[config.mk]
export PLATFORM = sky130hd
export DESIGN_NAME = axon_spike_scheduler
export DESIGN_NICKNAME = d
export VERILOG_FILES = /design/src/rtl/axon_spike_scheduler.sv
export SDC_FILE = /design/constraint.sdc
export NUM_CORES = 1
export LEC_CHECK = 0
export CAP_MARGIN = 5
export CELL_PAD_IN_SITES_DETAIL_PLACEMENT = 0
export CELL_PAD_IN_SITES_GLOBAL_PLACEMENT = 1
export CORE_MARGIN = 8
export CORE_UTILIZATION = 46
export CTS_CLUSTER_DIAMETER = 100
export DETAILED_ROUTE_END_ITERATION = 7
export HOLD_SLACK_MARGIN = 0.02
export PLACE_DENSITY_LB_ADDON = 0.15
export SYNTH_ARGS = -nofsm -noshare
export SYNTH_HDL_FRONTEND = slang
export SYNTH_SLANG_ARGS = --single-unit
[constraint.sdc]
create_clock -name clk -period 5.7 [get_ports clk]
set_input_delay 1.14 -clock clk [delete_from_list [all_inputs] [get_ports clk]]
set_output_delay 1.14 -clock clk [all_outputs]
set_load 0.01 [all_outputs]
[src/rtl/axon_spike_scheduler.sv]
// Round-robin spike arbiter feeding a FWFT event FIFO, issuing one spike at a time to synapse_array.
// Optional stats counters are built only when SPIKE_SCHED_STATS_EN is defined.
module axon_spike_scheduler #(
    parameter int unsigned NUM_PORTS  = 4,
    parameter int unsigned NUM_AXONS  = 64,
    parameter int unsigned FIFO_DEPTH = 16,
    parameter int unsigned ISSUE_GAP  = 2,
    localparam int unsigned AXON_ID_WIDTH = $clog2(NUM_AXONS),
    localparam int unsigned CNT_W         = $clog2(FIFO_DEPTH) + 1
) (
    input  logic                               clk,
    input  logic                               rst,
    input  logic                               enable,
    input  logic                               flush,
    input  logic [NUM_PORTS-1:0]               req_valid,
    input  logic [NUM_PORTS*AXON_ID_WIDTH-1:0] req_axon_id,
    output logic [NUM_PORTS-1:0]               req_ready,
    input  logic                               array_idle,
    output logic                               spike_out_valid,
    output logic [AXON_ID_WIDTH-1:0]           spike_out_axon_id,
    output logic [CNT_W-1:0]                   fifo_count,
    output logic                               sched_busy,
    output logic [31:0]                        issued_count,
    output logic [CNT_W-1:0]                   max_occupancy
);

    localparam int unsigned PTR_W  = $clog2(NUM_PORTS);
    localparam int unsigned ADDR_W = $clog2(FIFO_DEPTH);
    localparam int unsigned GAP_W  = $clog2(ISSUE_GAP + 1);

    typedef enum logic [1:0] {StIdle, StHold, StWait} state_t;

    state_t                   state_q;
    logic [GAP_W-1:0]         gap_q;
    logic [PTR_W-1:0]         rr_q;
    logic [PTR_W-1:0]         grant_idx;
    logic [PTR_W-1:0]         idx;
    logic [AXON_ID_WIDTH-1:0] push_id;
    logic                     push;
    logic                     issue;
    logic [AXON_ID_WIDTH-1:0] mem [FIFO_DEPTH];
    logic [ADDR_W-1:0]        wr_q;
    logic [ADDR_W-1:0]        rd_q;
    logic [CNT_W-1:0]         count_q;
    logic                     fifo_full;
    logic                     fifo_empty;

    assign fifo_full  = (count_q == CNT_W'(FIFO_DEPTH));
    assign fifo_empty = (count_q == '0);
    assign fifo_count = count_q;
    assign sched_busy = !((state_q == StIdle) && fifo_empty);
    assign issue      = (state_q == StIdle) && enable && !fifo_empty && array_idle && !flush;

    // Search starts at rr_q; first requester found wins.
    always_comb begin
        req_ready = '0;
        grant_idx = '0;
        idx       = '0;
        push_id   = '0;
        push      = 1'b0;
        if (enable && !fifo_full && !flush) begin
            for (int k = 0; k < int'(NUM_PORTS); k++) begin
                idx = PTR_W'((int'(rr_q) + k) % int'(NUM_PORTS));
                if (!push && req_valid[idx]) begin
                    push           = 1'b1;
                    grant_idx      = idx;
                    req_ready[idx] = 1'b1;
                    push_id        = req_axon_id[idx*AXON_ID_WIDTH +: AXON_ID_WIDTH];
                end
            end
        end
    end

    always_ff @(posedge clk) begin
        if (push) begin
            mem[wr_q] <= push_id;
        end
    end

    always_ff @(posedge clk) begin
        if (rst) begin
            wr_q    <= '0;
            rd_q    <= '0;
            count_q <= '0;
            rr_q    <= '0;
        end else if (flush) begin
            wr_q    <= '0;
            rd_q    <= '0;
            count_q <= '0;
        end else begin
            if (push) begin
                wr_q <= wr_q + 1'b1;
                rr_q <= (grant_idx == PTR_W'(NUM_PORTS - 1)) ? '0 : grant_idx + 1'b1;
            end
            if (issue) begin
                rd_q <= rd_q + 1'b1;
            end
            unique case ({push, issue})
                2'b10:   count_q <= count_q + 1'b1;
                2'b01:   count_q <= count_q - 1'b1;
                default: count_q <= count_q;
            endcase
        end
    end

    // Hold phase masks array_idle while the array is still capturing the issued spike.
    always_ff @(posedge clk) begin
        if (rst) begin
            state_q           <= StIdle;
            gap_q             <= '0;
            spike_out_valid   <= 1'b0;
            spike_out_axon_id <= '0;
        end else begin
            spike_out_valid <= 1'b0;
            if (flush) begin
                state_q <= StIdle;
                gap_q   <= '0;
            end else begin
                unique case (state_q)
                    StIdle: begin
                        if (issue) begin
                            spike_out_valid   <= 1'b1;
                            spike_out_axon_id <= mem[rd_q];
                            gap_q             <= GAP_W'(ISSUE_GAP - 1);
                            state_q           <= StHold;
                        end
                    end
                    StHold: begin
                        if (gap_q == '0) begin
                            state_q <= StWait;
                        end else begin
                            gap_q <= gap_q - 1'b1;
                        end
                    end
                    StWait: begin
                        if (array_idle) begin
                            state_q <= StIdle;
                        end
                    end
                    default: state_q <= StIdle;
                endcase
            end
        end
    end

`ifdef SPIKE_SCHED_STATS_EN
    logic [31:0]      issued_q;
    logic [CNT_W-1:0] max_q;

    always_ff @(posedge clk) begin
        if (rst) begin
            issued_q <= '0;
            max_q    <= '0;
        end else begin
            if (spike_out_valid) begin
                issued_q <= issued_q + 32'd1;
            end
            if (count_q > max_q) begin
                max_q <= count_q;
            end
        end
    end

    assign issued_count  = issued_q;
    assign max_occupancy = max_q;
`else
    assign issued_count  = '0;
    assign max_occupancy = '0;
`endif

endmodule

After elaboration in Yosys (flattened, before gate mapping). Memories as Yosys holds them, arrays and structs flattened. A register that Yosys moved wholly into a read port is not among the register bits. Cells that the tools add are included. W data, S select, Z words.

Bits in writable memories: 96. Memories kept: 1. Flip-flop bits (word level): 20. Word-level logic and storage cells: 133. Output and inout port bits: 54.

Shift operators: 4. Bitwise operators: 5. Eq/ne operators: 10. Reductions and logical operators: 32. Multiply operators: 4. Muxes and demuxes: 53. Add/subtract/negate cells: 9. Order comparisons: 8.

Memories: mem (depth 16, bits a word 6, read ports 1, clocked after Yosys merged registers in 1, write ports 1, RTL line 41) `logic [AXON_ID_WIDTH-1:0] mem [FIFO_DEPTH];`.

Operator list (number): $shiftx A24 B6 Y6 (4); $mux W4 (8); $mux W6 (5); $mux W2 (10); $mux W1 (19); $mul A2 B2 Y4 const B (4); $logic_and A1 B1 Y1 (14); $lt A2 B3 Y1 const B (4); $or A4 B4 Y4 (3); $pmux W5 S2 (1); $reduce_and A3 Y1 (3); $add A4 B1 Y4 const B (2); $bmux W1 S2 (4); $demux W1 S2 (4); $ge A2 B1 Y1 const B (4); $ne A2 B2 Y1 const B (4); $logic_not A1 Y1 (7); $eq A2 B2 Y1 const B (3); $pmux W2 S3 (1); $add A5 B1 Y5 const B (1); $eq A5 B5 Y1 const B (1); $logic_not A5 Y1 (1); $sub A5 B1 Y5 const B (1); $add A2 B1 Y2 const B (2); 10 further kinds (15).

Depth between registers and ports, before layout.
Word-level depth: 19. Gate-level depth with buffers: 21. Mapped depth without buffers: 14.

Least setup slack after synthesis. No wires, ideal clock.

Kind: reg2reg. Start point: register rr_q[0]. End point: register count_q[4] (netlist: fifo_count[4]). Required time: 5630 ps. Buffers on the path: 7. Slack: 644 ps. Cell stages (with the launch flop): 22. Library setup time: 70 ps. Data arrival time: 4986 ps. Clock period less this slack: 5056 ps. Path through: dfxtp_1 -> buf_6 -> buf_2 -> buf_2 -> clkbuf_1 -> inv_1 -> ha_1 -> clkbuf_1 -> mux4_2 -> buf_6 -> or4_4 -> and2_4 -> buf_6 -> inv_1 -> ha_1 -> inv_1 -> fa_1 -> nor2b_1 -> o21ai_0 -> and3_1 -> or4_1 -> a21oi_1.

Cells in the longest elaborated chain, start to end: 18. Elaborated cells between the ends (all ways): 29. Classes of those cells: add/sub (3); eq/ne (2); mux (17); reduce/logical (7).

RTL lines: start: declaration (RTL line 35) `logic [PTR_W-1:0] rr_q;`; start signal: assignment (RTL line 93) `rr_q <= (grant_idx == PTR_W'(NUM_PORTS - 1)) ? '0 : grant_idx + 1'b1;`; $bmux W1 S2 (RTL line 64) `if (!push && req_valid[idx]) begin`; $mux W1 (not written as such) (RTL line 64); $mux W1 (RTL line 64); $mux W1 (RTL line 61) `if (enable && !fifo_full && !flush) begin`; $logic_not A1 Y1 (RTL line 64); $logic_and A1 B1 Y1 (RTL line 64); $mux W1 (RTL line 64); $mux W1 (RTL line 61); [2 not listed]; $mux W1 (RTL line 64); $mux W1 (RTL line 61); $logic_not A1 Y1 (RTL line 64); $logic_and A1 B1 Y1 (RTL line 64); $mux W1 * (RTL line 64); $mux W1 * (RTL line 61); $eq A2 B1 Y1 or $eq A2 B2 Y1 (tied branches) (RTL line 98) `unique case ({push, issue})`; $pmux W5 S2 or $reduce_bool A2 Y1 (tied branches); end signal: assignment (RTL line 99) `2'b10: count_q <= count_q + 1'b1;`; end signal: assignment (RTL line 100) `2'b01: count_q <= count_q - 1'b1;`; end signal: assignment (RTL line 101) `default: count_q <= count_q;`; end: declaration (RTL line 44) `logic [CNT_W-1:0] count_q;`.

Mark *: on every way between the ends. The rest lies on a longest branch, timed or not. The select of a mux whose other input is x is not followed. A chain may end at the register's enable or synchronous reset.

Worst setup path in the final report.
Start point: register rr_q[0]. End point: output port req_ready[1].

Cells in the longest elaborated chain, start to end: 16. Elaborated cells between the ends (all ways): 54. Classes of those cells: add/sub (3); order compare (8); mux (30); bitwise (3); reduce/logical (10).

RTL lines: parallel branches: the longest is 14 deep, another holds $lt A2 B3 Y1; $mux W4 * (RTL line 64); $mux W4 * (RTL line 61); end: declaration (RTL line 17) `output logic [NUM_PORTS-1:0] req_ready,`.

Mark *: on every way between the ends. The select of a mux whose other input is x is not followed.

==> summary.md <==
| Metric | Value |
|---|---|
| Synth Area in Simple Gates | 0.07694 |
| Largest net degree at the start of global routing | 28 |
| Avg Synthesized Cell Area | approximately 14 sq um |
| Post-synthesis mux area share | 0.2076 |
| Via count | between 3000 and 4000 |
| Netlist cell types | 52 |
| Port Buf Inserts | between 40 and 50 |
| YS warnings | 0 |
| Max Root-Sink Buffers | 2 |
| Final ANT Viol Nets | 0 |
| Worst skew pair latency | between 0.4 and 0.5 ns |
| Yosys reg bits | 122 |
| Largest family of logic cells by synthesized area | multiplexers |
| Compound-Gate Fraction of Synth Area | 0.07157 |
| WL/cell | around 20 um |
| Xor/xnor share of the synthesized area | 0.009401 |
| Power per cell area | approximately 310 nW/um^2 |
| Sink Count | about 120 |
| DRT Wirelength | 14420 um |
| First-pass GRT wire length | ~23000 um |
| Share of the core filled with cells | 0.5485 |
| Setup Skew | 0.01057 ns |
| H-tree levels | 4 |
| Synth-to-Final Area Change | 16.75% |
| Tmin final | 5.281 ns |
| Chip width | around 140 um |
| Met2 Use GR | 0.2579 |
| Effective utilization at floorplan | 0.4698 |
| RSZ-0062 raised after global routing | false |
| Final period util | 0.9265 |
| Worst EP required | between 4 and 5 ns |
| Worst-case reg-to-reg path depth | 15 |
| Worst Path Arrival | ~4.1 ns |
| Min-delay src | spike_out_axon_id[2] |
| Synth top cells by count | edfxtp_1 (96), mux4_2 (52), buf_4 (38) |
| Initial antenna violation count | 0 |
| WHS Endpoint | spike_out_axon_id[2] |
| Hold Worst Slack | ~0.45 ns |
| DR DRC count | 0 |
| Row count | 43 |
| Outcome | finished, final reports clean |
| Post CTS Setup Buffer Count | 0 |
| Setup TNS | 0 ns |
| Top-Level Pins | between 80 and 90 |
| First-pass DRT Iterations | 6 |
| Fill count | about 1100 |
| Antenna cells | 0 |
| Crit path capture type | primary output |
| Congestion Overflow GR | 0 |
| Post-synthesis sequential area ratio | 0.5219 |
| Crit Path Class | reg -> out |
| Share of cells above drive strength 1 | 0.2189 |
| Hold_buf cts | 0 |
| Worst hold stages | 2 |
| CTS tree | built |
| Resize count post-CTS | 0 |
| Root Buffer Master | clkbuf_16 |
| Max cap viols | 0 |
| Synth area leaders | edfxtp_1 (44%), mux4_2 (18%), dfxtp_1 (8.0%) |
| GR Util All Layers | 0.1641 |
| Vias in the first global route | about 4100 |
| Most used DFF post-synth | edfxtp_1 |
| Critical path fanouts, max | 20 |
| GR Util met3 | 0.03975 |
| Hpwl dp | between 9000 and 10000 um |
| Vias/cell | around 5.6 |
| Setup violators final | 0 |
| Post-synthesis adder-cell area fraction | 0.03761 |
| Die height | 135.1 um |
| Top cell type by total area after synthesis | edfxtp_1 |
| Worst-margin pin slew | 0.9901 ns |
| EDFF count, synth | 96 |
| Worst R2R Start | rr_q[0] |
| VDD IR max | approximately 0.00022 V |
| Reg clk slew, reported paths | about 0.060 ns |
| NumNets Final | 569 |
| R2r setup slk | approximately 1.1 ns |
| Share of the synthesized area in the top cell type | 0.4421 |
| Final hold vios | 0 |
| Fmax | 0.1894 GHz |
| Worst R2R End | fifo_count[4] |
| Post-synth ARST share | 0 |
| Pleak | about 2.5 nW |
| Min-Delay Path Class | reg -> reg |
| GR peak layer | met2 |
| Worst setup SP type | register |
| Die footprint | about 18000 sq um |
| Post-synthesis cell count | about 470 |
| Met1 Use GR | 0.2161 |
| Num CTS Buffers | 17 |
| Gpl congestion | ~0.85 |
| Final Max Tran Viols | 0 |
| Initial drt markers | ~400 |
| Synthesized area | about 6500 sq um |
| Core area | approximately 14000 sq um |
| Count leader, synth | edfxtp_1 |
| Slew HR | 0.3348 |
-- cells in the final DEF (no fill, tap or decap), drive strengths merged, types with 4 or more instances in the layout --
| cell | Yosys | layout |
|---|---|---|
| nand2b | 4 | 4 |
| nor3 | 6 | 6 |
| xor2 | 4 | 4 |
| o21ai | 10 | 10 |
| or2 | 7 | 7 |
| mux2i | 4 | 4 |
| clkbuf | 17 | 17 |
| a22oi | 14 | 14 |
| a211oi | 6 | 6 |
| a21oi | 27 | 27 |
| nor2 | 29 | 29 |
| mux4 | 54 | 54 |
| edfxtp | 96 | 96 |
| clkdlybuf4s50 | 0 | 49 |
| ha | 18 | 18 |
| nand2 | 27 | 27 |
| nand3 | 4 | 4 |
| conb | 1 | 37 |
| inv | 13 | 20 |
| dfxtp | 26 | 26 |
| buf | 51 | 12 |
| clkinv | 0 | 4 |
| or3 | 4 | 4 |
| mux2 | 8 | 8 |
| nor2b | 7 | 7 |
-- state kept, by name, indices dropped and copies added, names as in the netlist --
signal	count
mem	96
spike_out_axon_id	6
fifo_count	5
rd_q	4
wr_q	4
gap_q	2
rr_q	2
state_q	2
spike_out_valid	1
-- routing by layer --
layer | vias up | routed length, um | part of all wire
li1 | 1839 | - | -
met1 | 1977 | 6281 | 0.44
met2 | 140 | 6932 | 0.48
met3 | 12 | 1060 | 0.074
met4 | 0 | 144 | 0.010
met5 | - | 0 | 0
-- worst max path at each step --
stage,slack [ns],endpoint,startpoint
floorplan,0.64,fifo_count[4],rr_q[0]
global placement,0.62,req_ready[0],req_valid[3]
detailed placement,0.51,req_ready[1],req_valid[0]
CTS,0.40,req_ready[1],rr_q[0]
global route,0.18,req_ready[2],rr_q[0]
finish,0.42,req_ready[1],rr_q[0]
-- final cells by class --
type,instances,area (sq um),area share
Inverter,13,48.80,0.006409
Clock buffer,17,425.4,0.05588
Tap cell,180,225.2,0.02958
Sequential cell,122,3405,0.4472
Timing Repair Buffer,61,580.6,0.07625
Multi-Input combinational cell,302,2768,0.3635
Clock inverter,15,161.4,0.02120
-- stage by stage --
| stage | std cells | power [mW] | setup WS (ns) | cell area (sq um) |
|---|---|---|---|---|
| after floorplan | 505 | 1.217 | 0.6444 | 6656 |
| after global placement | 678 | 1.281 | 0.6230 | 7027 |
| after detailed placement | 678 | 1.285 | 0.5062 | 7027 |
| after CTS | 710 | 2.341 | 0.4019 | 7614 |
| after global routing | 710 | 2.404 | 0.1770 | 7614 |
| final | 710 | 2.330 | 0.4192 | 7614 |
-- kinds of logic after synthesis --
| kind of cell | count (synthesis) |
|---|---|
| flip-flops | 122 |
| AND/OR/NAND/NOR | 100 |
| buffers and inverters | 81 |
| AO/OA/AOI/OAI | 73 |
| adder cells (fa/ha/maj) | 19 |
| XOR/XNOR | 7 |
| multiplexers | 66 |
| other | 1 |
-- critical path: stages, from the launching register on --
cell and delay [ns]:
dfxtp_2 0.64, inv_1 0.25, ha_1 0.35, buf_4 0.24, mux4_2 0.54, nor2b_1 0.57, a22oi_1 0.14, or2_2 0.31
a21oi_1 0.12, clkdlybuf4s50_1 0.56
-- where the power goes --
| part | leakage, nW | internal (mW) | total (mW) | switching (mW) |
|---|---|---|---|---|
| Clock | 0.285 | 0.651 | 1.06 | 0.410 |
| Combinational | 1.15 | 0.131 | 0.285 | 0.154 |
| Sequential | 1.12 | 0.975 | 0.983 | 0.00765 |
| Total | 2.55 | 1.76 | 2.33 | 0.572 |
Power figures use the tool's default switching activity.
